[config.mk]
export PLATFORM = sky130hd
export DESIGN_NAME = bit_serializer
export DESIGN_NICKNAME = d
export VERILOG_FILES = /design/src/rtl/serial_pkg.sv /design/src/rtl/ser_hold_reg.sv /design/src/rtl/bit_serializer.sv
export SDC_FILE = /design/constraint.sdc
export NUM_CORES = 1
export LEC_CHECK = 0
export ABC_CLOCK_PERIOD_IN_PS = 3920
export CAP_MARGIN = 20
export CORE_ASPECT_RATIO = 1.2
export CORE_UTILIZATION = 56
export DETAILED_ROUTE_END_ITERATION = 8
export GPL_ROUTABILITY_DRIVEN = 0
export PLACE_DENSITY = 0.91
export SYNTH_ARGS = -nofsm -noshare
export SYNTH_HDL_FRONTEND = slang
export SYNTH_SLANG_ARGS = --single-unit
export TNS_END_PERCENT = 100
[constraint.sdc]
create_clock -name clock -period 3.92 [get_ports clock]
set_input_delay 0.784 -clock clock [delete_from_list [all_inputs] [get_ports clock]]
set_output_delay 0.784 -clock clock [all_outputs]
set_load 0.1 [all_outputs]
[src/rtl/serial_pkg.sv]
// Shared types and helpers for the parallel-to-serial feeder path.
package serial_pkg;

  typedef enum logic {SER_IDLE, SER_SHIFT} ser_state_t;

  localparam int SER_WIDTH_DEFAULT = 8;

  // Counter width for indexing bits 0..w-1 of a word.
  function automatic int ser_cnt_width(input int w);
    return (w < 2) ? 1 : $clog2(w);
  endfunction

endpackage

[src/rtl/ser_hold_reg.sv]
// Single-entry word buffer that lets the next word wait while the current one shifts out.
module ser_hold_reg #(
  parameter int WIDTH = 8
) (
  input  logic             clock,
  input  logic             reset,
  input  logic             load,
  input  logic             take,
  input  logic [WIDTH-1:0] din,
  output logic             valid,
  output logic [WIDTH-1:0] data
);

  always_ff @(posedge clock) begin
    if (reset) begin
      valid <= 1'b0;
      data  <= '0;
    end else begin
      if (load) begin
        valid <= 1'b1;
        data  <= din;
      end else if (take) begin
        valid <= 1'b0;
      end
    end
  end

endmodule

[src/rtl/bit_serializer.sv]
// Parallel word to MSB-first serial stream with a one-word holding buffer for gapless streaming.
//   state     | meaning
//   SER_IDLE  | no word in the shift register, bit_out idles
//   SER_SHIFT | shift register holds a word, bit_cnt = bits already consumed
module bit_serializer
  import serial_pkg::*;
#(
  parameter int   WIDTH    = SER_WIDTH_DEFAULT,
  parameter logic IDLE_BIT = 1'b0
) (
  input  logic             clock,
  input  logic             reset,
  input  logic             in_valid,
  output logic             in_ready,
  input  logic [WIDTH-1:0] in_data,
  input  logic             shift_en,
  output logic             bit_out,
  output logic             bit_valid,
  output logic             word_start,
  output logic             word_done
);

  localparam int CNT_W = ser_cnt_width(WIDTH);

  ser_state_t       state;
  logic [WIDTH-1:0] shreg;
  logic [CNT_W-1:0] bit_cnt;
  logic             hold_valid;
  logic [WIDTH-1:0] hold_data;
  logic             accept;
  logic             last_bit;
  logic             hold_load;
  logic             hold_take;

  assign in_ready  = !reset && !hold_valid;
  assign accept    = in_valid && in_ready;
  assign last_bit  = (state == SER_SHIFT) && (bit_cnt == CNT_W'(WIDTH - 1)) && shift_en;
  assign hold_take = last_bit && hold_valid;
  // At the word boundary an incoming word bypasses the buffer and goes straight to shreg.
  assign hold_load = accept && (state == SER_SHIFT) && !last_bit;

  ser_hold_reg #(.WIDTH(WIDTH)) u_hold (
    .clock (clock),
    .reset (reset),
    .load  (hold_load),
    .take  (hold_take),
    .din   (in_data),
    .valid (hold_valid),
    .data  (hold_data)
  );

  always_ff @(posedge clock) begin
    if (reset) begin
      state   <= SER_IDLE;
      shreg   <= '0;
      bit_cnt <= '0;
    end else begin
      case (state)
        SER_IDLE: begin
          if (accept) begin
            shreg   <= in_data;
            bit_cnt <= '0;
            state   <= SER_SHIFT;
          end
        end
        SER_SHIFT: begin
          if (last_bit) begin
            bit_cnt <= '0;
            if (hold_valid) begin
              shreg <= hold_data;
            end else if (accept) begin
              shreg <= in_data;
            end else begin
              shreg <= '0;
              state <= SER_IDLE;
            end
          end else if (shift_en) begin
            shreg   <= {shreg[WIDTH-2:0], 1'b0};
            bit_cnt <= bit_cnt + CNT_W'(1);
          end
        end
        default: state <= SER_IDLE;
      endcase
    end
  end

  assign bit_valid  = (state == SER_SHIFT);
  assign bit_out    = bit_valid ? shreg[WIDTH-1] : IDLE_BIT;
  assign word_start = bit_valid && (bit_cnt == '0);
  assign word_done  = last_bit;

endmodule
==> reports/results.env, run 1 <==
OUTCOME='complete, but fails checks'
VIOLATIONS='DRC'
DIE_W_UM=43.5
NUMCTSBUFFERS=3
PATH_CLASS='reg2out'
WORST_CLOCK_SKEW_NS=0.000699
STARTPOINT='bit_valid'
GRT_ANTENNA_BEFORE_REPAIR=0
MAX_CAP_VIOLATIONS=0
FLOORPLAN.DIE.HEIGHT_UM=51.8
FINAL_UTIL_PCT=69.1
FINAL.SETUP.WORST_SLACK_NS=0.807
CRITICAL_PATH_ARRIVAL_NS=2.33
MAPPEDNETLISTNETS=153
HOLD_PATH.STARTPOINT='u_hold.data[1]'
SYNTHFLOPTYPE='sky130_fd_sc_hd__dfxtp_1'
ASYNCSETRESETFLOPFRACSYNTH_PCT=0
ROUTE.DETAILED.DRC=2
AREA.GROWTH.SYNTH_TO_FINAL_PCT=12.9
VIA_COUNT=1120
TRACK_USAGE_PCT=27.4
VDD.IR_DROP.WORST_mV=0.334
ANTENNADIODECOUNT=0
GLOBALROUTEOVERFLOWTOTAL=0
FIRST_GLOBAL_VIAS=1023
DR.FIRST_ITER.DRC_COUNT=54
CRITICAL_PATH.MAX_STAGE_DELAY_NS=1.25
CELL_INTERNAL_POWER_DISSIPATION_mW=0.302
HTREE_NUM_LEVELS=1
SYNTH-SEQ-CELLS=21
PINS_OVER_THEIR_SLEW_LIMIT=0
SUM_OF_NEGATIVE_SETUP_SLACK_NS=0
FINALNONFILLERCELLS=165
FLOORPLAN.IO_PINS=17
CTS_HOLD_BUFFERS=0
HOLD-PATH-CELL-COUNT=2
NETLIST.AREA_LEADER.SHARE_PCT=36.3
CRIT_PATH_MAX_FANOUT=21
SETUP.WORST_PATH.END_CLASS='output pin'
SYNTH.DISTINCT_CELLS=29
CLASS_OF_THE_TIGHTEST_HOLD_OR_REMOVAL_CHECK='reg2reg'
POWER_SWITCHING_mW=0.143
SETUP_VIOLATIONS=0
LAYOUT.CELLS.MOST_COMMON='sky130_fd_sc_hd__o21ai_0'
YOSYSWARNINGCOUNT=0
DP_HPWL_UM=1880
FIRST_PASS_GRT_WIRE_LENGTH_UM=4640
WORSTPATHCELLLIST='clkdlybuf4s50_1'
SYNTH_CELLS=138
ACHIEVABLE-FREQUENCY_MHz=321
POST-SYNTH-TOP-AREA-CELL='sky130_fd_sc_hd__dfxtp_1'
MAXIMUM_CLOCK_PATH_BUFFER_COUNT=2
CLK_PWR_SHARE_PCT=24.9
DETAIL_ROUTE.WL_PER_CELL_UM=16.8
CRITICAL_PATH.REG2REG.STARTPOINT='bit_cnt[0]'
FINALWORSTPATHREQUIREDPERIOD_NS=3.11
RSZ0062_AT_GRT='no'
PLACED_INSTANCES=161
PLACEMENT.SETUP.WORST_SLACK_NS=0.961
CTS.CLK_SLEW.WORST_PATHS_NS=0.12
YOSYSSEQAREASHARE_PCT=36.3
PLACEMENT_ROWS=17
DESIGN.CORE.AREA_MM2=0.00189
CTS_ROOT_CELL='sky130_fd_sc_hd__clkbuf_4'
CTS_TREE='yes'
N_FILL_CELL=148
FINAL_LAYOUT_SIZE_SUFFIX_GT1_SHARE_PCT=8.90
SYN_AREA_PER_CELL_UM2=8.40
DRTPASS1ITERATIONS=6
CP_TOP_FAMILY='buffers and inverters'
HOLD_VIOLATIONS=0
WORSTHOLDENDPOINT='u_hold.data[1]'
STARTPOINT_TYPE='flop'
R2R_CELLS=5
VIA_PER_INST=6.79
TIGHTEST_SLEW_NS=0.956
FINAL_NET_COUNT=162
PERIOD_SHARE_PCT=79.4
WORST-PATH-BUF-INV=1
START_UTIL_PCT=61.2
CTS_SINKS=21
CTS_REPAIR_RESIZE_COUNT=0
TIMING.REG2REG.SETUP_SLACK_NS=1.87
SHARE_SEQ_OF_TOTAL_POWER_PCT=53.7
CELLPOWERDENSITY_mW_PER_MM2=341
DIE_AREA_MM2=0.00226
CRITICAL-PATH-SLOWEST-CELL='sky130_fd_sc_hd__clkdlybuf4s50_1'
CTS_SETUP_BUFFERS=0
CLOCK_INSERTION_DELAY_WORST_SKEW_NS=0.32
AREA_OF_THE_MAPPED_NETLIST_MM2=0.00116
YOSYS-TOP-CELLS-AREA='sky130_fd_sc_hd__dfxtp_1, sky130_fd_sc_hd__o21ai_0, sky130_fd_sc_hd__a311oi_1'
ANTENNA_LEFT=0
WIRELENGTH_UM=2770
COMBINATIONALPOWERSHARE_PCT=21.4
PORT_BUFFERS=16
TOP_LIBRARY_CELLS_BY_USAGE_IN_THE_LAYOUT_FILL_AND_TAPS_ASIDE='sky130_fd_sc_hd__o21ai_0, sky130_fd_sc_hd__dfxtp_1, sky130_fd_sc_hd__clkdlybuf4s50_1'
POWER.STATIC_LEAKAGE_nW=0.463
WORST_EP_REQUIRED_TIME_NS=3.14
GRT_START_MAX_NET_PINS=22
SW_FRAC_OF_TOTAL_PCT=32.1
WORST_SLEW_MARGIN_REL_PCT=36.1
REGTOREGENDPOINT='shreg[4]'
SYNTH-EDFF-COUNT=0
-- stage by stage --
step | hold slack (ns) | area [um2] | total power, mW
global placement | 0.460 | 1280 | 0.335
finish | 0.482 | 1310 | 0.445
CTS | 0.482 | 1310 | 0.443
detailed placement | 0.466 | 1280 | 0.338
floorplan | 0.449 | 1160 | 0.311
global route | 0.522 | 1310 | 0.463
-- cell usage after synthesis, drive strengths merged, types with 2 or more instances --
| library cell | count |
|---|---|
| a21boi | 7 |
| ha | 3 |
| inv | 2 |
| buf | 5 |
| nor2 | 5 |
| o21ai | 24 |
| nand3 | 9 |
| a32oi | 2 |
| nor3 | 9 |
| a21oi | 10 |
| and2 | 3 |
| clkbuf | 9 |
| a311oi | 8 |
| nand2 | 4 |
| dfxtp | 21 |
| nor4bb | 2 |
| and4 | 7 |
-- layer usage --
metal	wire, um	up-vias	GRT usage (%)	share of wire, %
met5	0	-	0	0
met4	46	0	12.5	1.7
met3	210	7	4.17	7.6
met2	1310	60	44.4	47
met1	1210	513	35.4	43
li1	-	540	-	-
-- power groups by stage --
stage | logic [mW] | clock network, mW | registers [mW]
CTS | 0.0944 | 0.110 | 0.239
floorplan | 0.0681 | 0 | 0.243
global route | 0.103 | 0.119 | 0.241
global placement | 0.0921 | 0 | 0.243
finish | 0.0954 | 0.111 | 0.239
detailed placement | 0.0941 | 0 | 0.244
-- area by class of cell --
type	count	area, um2	area share (%)
flip-flops and latches	21	420	32.2
repair buffers	18	165	12.6
inverters	2	7.51	0.574
clock inverters	1	5.00	0.383
well taps	19	23.8	1.82
multi-input cells	101	663	50.7
clock buffers	3	22.5	1.72
-- sequential cells by signal, summed over array words and instances, names as in the netlist --
| register | flops |
|---|---|
| shreg | 8 |
| bit_valid | 1 |
| u_hold.data | 8 |
| u_hold.valid | 1 |
| bit_cnt | 3 |
-- worst max path at each step --
stage	to	slack, ns	cells after the start
after detailed placement	word_done	0.96	3
after global routing	bit_valid	0.75	1
final	bit_valid	0.81	1
after floorplan	word_start	0.59	3
after CTS	bit_valid	0.83	1
after global placement	word_done	0.97	3
-- kinds of logic after synthesis --
group / after synthesis / synth area share (%)
compound gates: 52 / 27.3
flops: 21 / 36.3
simple gates: 46 / 26.7
buf+inv: 16 / 6.48
fa+ha+maj: 3 / 3.24
(Power assumes the default switching activity.)
==> run 2, diff against run 1 <==
Settings changed: ABC_CLOCK_PERIOD_IN_PS 3920 to 2560, CORE_UTILIZATION 56 to 47, PLACE_DENSITY 0.91 to 0.82.
Clock period 3.92 ns to 2.56 ns, I/O delays scaled along.
==> reports/results.env, run 2 (synthesized netlist as in run 1, its figures left out) <==
GRT_START_MAX_NET_PINS=22  # unchanged
POST_DP_CELL_AREA_MM2=0.00137  # was 0.00128 mm2
CTS.CLK_SLEW.WORST_PATHS_NS=0.12  # about the same
PATH_CLASS='reg2out'  # unchanged
OUTCOME='finished, final reports clean'  # was complete, but fails checks
R2R_CELLS=6  # was 5
CTS_SETUP_BUFFERS=0  # unchanged
VIA_COUNT=1132  # was 1120
PINS_OVER_THEIR_SLEW_LIMIT=0  # unchanged
FIRST_PASS_GRT_WIRE_LENGTH_UM=4740  # was 4640 um
DESIGN.CORE.AREA_MM2=0.00231  # was 0.00189 mm2
START_UTIL_PCT=50.2  # was 61.2%
FIRST_GLOBAL_VIAS=1046  # was 1023
POWER.STATIC_LEAKAGE_nW=0.492  # was 0.463 nW
CTS_SINKS=21  # unchanged
SETUP_VIOLATIONS=0  # unchanged
CTS_TREE='yes'  # unchanged
CLASS_OF_THE_TIGHTEST_HOLD_OR_REMOVAL_CHECK='reg2reg'  # unchanged
WORST_EP_REQUIRED_TIME_NS=2.05  # was 3.14 ns
ACHIEVABLE-FREQUENCY_MHz=470
FLOORPLAN.DIE.HEIGHT_UM=56.4  # was 51.8 um
DETAIL_ROUTE.WL_PER_CELL_UM=15.4  # was 16.8 um
FINAL_CELL_AREA_MM2=0.00139  # was 0.00131 mm2
ANTENNA_LEFT=0  # unchanged
WIRELENGTH_UM=2790  # was 2770 um
PLACEMENT_ROWS=19  # was 17
FINAL_NET_COUNT=166  # was 162
DIE_W_UM=47.3  # was 43.5 um
HOLD_VIOLATIONS=0  # unchanged
NUMCTSBUFFERS=3  # unchanged
CTS_ROOT_CELL='sky130_fd_sc_hd__clkbuf_4'  # unchanged
FINALWORSTPATHREQUIREDPERIOD_NS=2.13
DIE_AREA_MM2=0.00267  # was 0.00226 mm2
DP_HPWL_UM=2010  # was 1880 um
SW_FRAC_OF_TOTAL_PCT=31.3  # was 32.1%
MAX_CAP_VIOLATIONS=0  # unchanged
MAXIMUM_CLOCK_PATH_BUFFER_COUNT=2  # unchanged
HOLD-WORST-SLACK_NS=0.492  # was 0.482 ns
CLOCK_INSERTION_DELAY_WORST_SKEW_NS=0.31  # was 0.32 ns
GLOBALROUTEOVERFLOWTOTAL=0  # unchanged
RSZ0062_AT_GRT='no'  # unchanged
TIGHTEST_SLEW_NS=0.669  # was 0.956 ns
COMBINATIONALPOWERSHARE_PCT=22.8  # was 21.4%
PERIOD_SHARE_PCT=83.2
CRIT_PATH_MAX_FANOUT=21  # unchanged
TRACK_USAGE_PCT=23.8  # was 27.4%
CLK_PWR_SHARE_PCT=24.2  # was 24.9%
CTS_HOLD_BUFFERS=0  # unchanged
DR.FIRST_ITER.DRC_COUNT=37  # was 54
FLOORPLAN.IO_PINS=17  # unchanged
ROUTE.DETAILED.DRC=0  # was 2
SETUP.WORST_PATH.END_CLASS='output pin'  # unchanged
ANTENNADIODECOUNT=0  # unchanged
FINALNONFILLERCELLS=181  # was 165
CELLPOWERDENSITY_mW_PER_MM2=496  # was 341 mW/mm2
VIA_PER_INST=6.25  # was 6.79
HOLD-PATH-CELL-COUNT=2  # unchanged
N_FILL_CELL=211  # was 148
DRTPASS1ITERATIONS=4  # was 6
VDD.IR_DROP.WORST_mV=0.330  # was 0.334 mV
REG.LARGEST.LIST='shreg (8), u_hold.data (8), bit_cnt (3)'  # unchanged
WORST_SLEW_MARGIN_REL_PCT=55.3  # was 36.1%
TOP_LIBRARY_CELLS_BY_USAGE_IN_THE_LAYOUT_FILL_AND_TAPS_ASIDE='sky130_fd_sc_hd__o21ai_0, sky130_fd_sc_hd__dfxtp_1, sky130_fd_sc_hd__clkdlybuf4s50_1'  # unchanged
CELL_INTERNAL_POWER_DISSIPATION_mW=0.475  # was 0.302 mW
FINALPOWER_mW=0.691  # was 0.445 mW
SHARE_SEQ_OF_TOTAL_POWER_PCT=53.0  # was 53.7%
GRT_ANTENNA_BEFORE_REPAIR=0  # unchanged
STARTPOINT_TYPE='flop'  # unchanged
WORST_CLOCK_SKEW_NS=0.00381  # was 0.000699 ns
HTREE_NUM_LEVELS=1  # unchanged
FINAL_LAYOUT_SIZE_SUFFIX_GT1_SHARE_PCT=13.3  # was 8.90%
PORT_BUFFERS=16  # unchanged
LAYOUT.CELLS.MOST_COMMON='sky130_fd_sc_hd__o21ai_0'  # unchanged
CRITICAL_PATH_ARRIVAL_NS=1.62  # was 2.33 ns
AREA.GROWTH.SYNTH_TO_FINAL_PCT=20.2  # was 12.9%
PLACED_INSTANCES=177  # was 161
POWER_SWITCHING_mW=0.216  # was 0.143 mW
CTS_REPAIR_RESIZE_COUNT=0  # unchanged
run 2: cell count changes in the layout (fill, tap and decap cells not counted), sizes merged:
| cell | delta |
|---|---|
| buf | +5 |
| clkbuf | +1 |
| clkdlybuf4s50 | -1 |
| clkinv | -1 |
run 2: worst paths after layout:
check                       from             end  slack (ns)
setup / recovery       bit_valid       word_done        0.43
hold / removal    u_hold.data[1]  u_hold.data[1]        0.49
setup reg to reg      bit_cnt[0]        shreg[6]        0.71
hold reg to reg   u_hold.data[1]  u_hold.data[1]        0.49
run 2: per-layer routing:
metal	vias to the layer above	global-route usage, %	wire, um
li1	553	-	-
met1	536	32.9	1250
met2	38	37.4	1380
met3	5	1.93	114
met4	0	8.98	45
met5	-	0	0
run 2: critical path, stage by stage (launching register included):
cell and delay [ns]:
sky130_fd_sc_hd__dfxtp_1 0.77, sky130_fd_sc_hd__and3_2 0.34, sky130_fd_sc_hd__buf_12 0.18
run 2: stage by stage:
stage | TNS (ns) | utilization (%) | worst slack, ns
2_1_floorplan | -0.0560 | - | -0.0560
3_3_place_gp | 0 | 59.3 | 0.469
3_5_place_dp | 0 | 59.3 | 0.399
4_1_cts | 0 | 60.4 | 0.445
5_1_grt | 0 | 60.4 | 0.315
6_report | 0 | 60.4 | 0.430
run 2: power groups by stage:
| stage | clock [mW] | sequential (mW) | combinational (mW) |
|---|---|---|---|
| final | 0.167 | 0.366 | 0.158 |
| after global routing | 0.182 | 0.370 | 0.170 |
| after CTS | 0.169 | 0.366 | 0.157 |
| after detailed placement | 0 | 0.374 | 0.156 |
| after global placement | 0 | 0.372 | 0.153 |
| after floorplan | 0 | 0.371 | 0.105 |
run 2: area by class of cell:
| type | count | area, um2 | area share (%) |
|---|---|---|---|
| Sequential cell | 21 | 420 | 30.2 |
| Clock buffer | 4 | 26.3 | 1.89 |
| Tap cell | 31 | 38.8 | 2.79 |
| Inverter | 2 | 7.51 | 0.539 |
| Multi-Input combinational cell | 101 | 669 | 48.1 |
| Timing Repair Buffer | 22 | 230 | 16.5 |
==> RTL change (flow settings as in run 2) <==
Reset style: asynchronous (`reset`), changed in 2 clocked blocks.
--- a/src/rtl/ser_hold_reg.sv
+++ b/src/rtl/ser_hold_reg.sv
@@ -13,3 +13,3 @@
 
-  always_ff @(posedge clock) begin
+  always_ff @(posedge clock or posedge reset) begin
     if (reset) begin
--- a/src/rtl/bit_serializer.sv
+++ b/src/rtl/bit_serializer.sv
@@ -51,3 +51,3 @@
 
-  always_ff @(posedge clock) begin
+  always_ff @(posedge clock or posedge reset) begin
     if (reset) begin
Behaviour: differs if reset is asserted again (counterexample within 4 cycles, from zero or initial values and one cycle with reset high); with reset held inactive, the same outputs for 10 cycles.
==> RTL change against run 2 <==
  * Core utilization decreased by 2.9 points
  * Non-clock buffer count is 3 lower
  * Wire length decreased by 8.0%
  * Design area grew 4.3%
  * Die area rose by 6.5%
  * Area after synthesis up 6.8%
  * Sequential cell count did not move
  * Setup slack got worse by 0.0033 ns
Power is not compared: it rests on default switching activity, and its combinational part moved more than twofold at a synthesized area within 25%.
==> RTL change: results (changes against run 2) <==
STA
  • Slew @ Worst Pin: 0.6373 ns (-0.03200 ns)
  • Final min period: 2.133 ns (+0.003290 ns)
  • Clock Skew: 0.001320 ns (-0.002486 ns)

Yosys
  • Post-Synth Adder-Cell Area: 3.033% (-0.21 points)
  • Leading post-synthesis cells by cell area: dfrtp_1, mux2_2, nor4bb_1
  • Synth cell count leaders: dfrtp_1, and2_1, mux2_2, nor4bb_1, o21ai_0
  • Ys async rst share: 100.0% (+100 points)
  • Register area share after synthesis: 42.47% (+6.2 points)

Min path
  • Worst hold stages: 1 (-1)
  • Endpoint, Worst Hold: u_hold.data[7]
  • Min-delay src: u_hold.data[7]

Critical path
  • Register-to-register setup slack: 0.57 ns (-0.14 ns)
  • Max FO, Critical Path: 5 (-76%)
  • Crit-path slowest cell: dfrtp_1
  • RR Endpoint: u_hold.data[1]
  • Reg2reg path depth: 5 (-1)
  • Worst Setup SP: bit_cnt[0]
  • Worst path max stage delay: 0.42 ns (-0.35 ns)

Cells and area
  • Multi-Input Combinational: 81 (-20%)
  • Layout Nets: 146 (-12%)
  • Multi-input gate share of total cell area: 44.44% (-3.6 points)
  • Non-clk invs: 5 (+3)
  • Buffer share of cell area: 13.44% (-3.1 points)
  • Non-clk bufs: 19 (-14%)
  • Clock network area share: 1.809% (-0.078 points)
  • Fillers: 224 (+6.2%)

Global routing
  • Met1 usage: 25.04% (-7.8 points)
  • Vias in the first global route: 889 (-15%)
  • First-pass GRT wire length: 4209 microns (-11%)
  • Global-route usage over all layers: 19.92% (-3.9 points)
  • Met2 usage: 34.52% (-2.9 points)
  • Met3 GRT Util: 1.575% (-0.35 points)

Drt
  • WL met2: 1314 microns (-4.6%)
  • DR vias/cell: 5.859 (-6.3%)
  • Routed wl met3: 90 microns (-21%)
  • Drt first-iter violations: 13 (-65%)
  • Final wirelength: 2568 microns (-8.0%)

Placement
  • Pre-CTS setup slack: 0.3522 ns (-0.04637 ns)
  • DPL Wire Length: 1876 microns (-6.7%)

Outcome
  • Status: finished clean
==> RTL change: power groups by stage <==
stage          clock network [mW]  registers [mW]  logic, mW
3_3_place_gp                    0           0.619      0.750
3_5_place_dp                    0           0.633      0.765
5_1_grt                     0.181           0.655      0.811
6_report                    0.168           0.625      0.760
2_1_floorplan                   0           0.600      0.647
4_1_cts                     0.169           0.625      0.766
==> RTL change: worst reg2reg max path, stage by stage, from the launching register on <==
cell and delay (ns):
dfrtp_1 0.44, ha_1 0.22, ha_1 0.23, nand2_1 0.28, nand4_2 0.33, mux2_2 0.39
==> RTL change: per-stage QoR <==
step | power (mW) | hold slack, ns
after CTS | 1.560 | 0.5138
after global routing | 1.647 | 0.5291
after global placement | 1.369 | 0.4794
final | 1.553 | 0.5129
after detailed placement | 1.398 | 0.4864
after floorplan | 1.247 | 0.4706
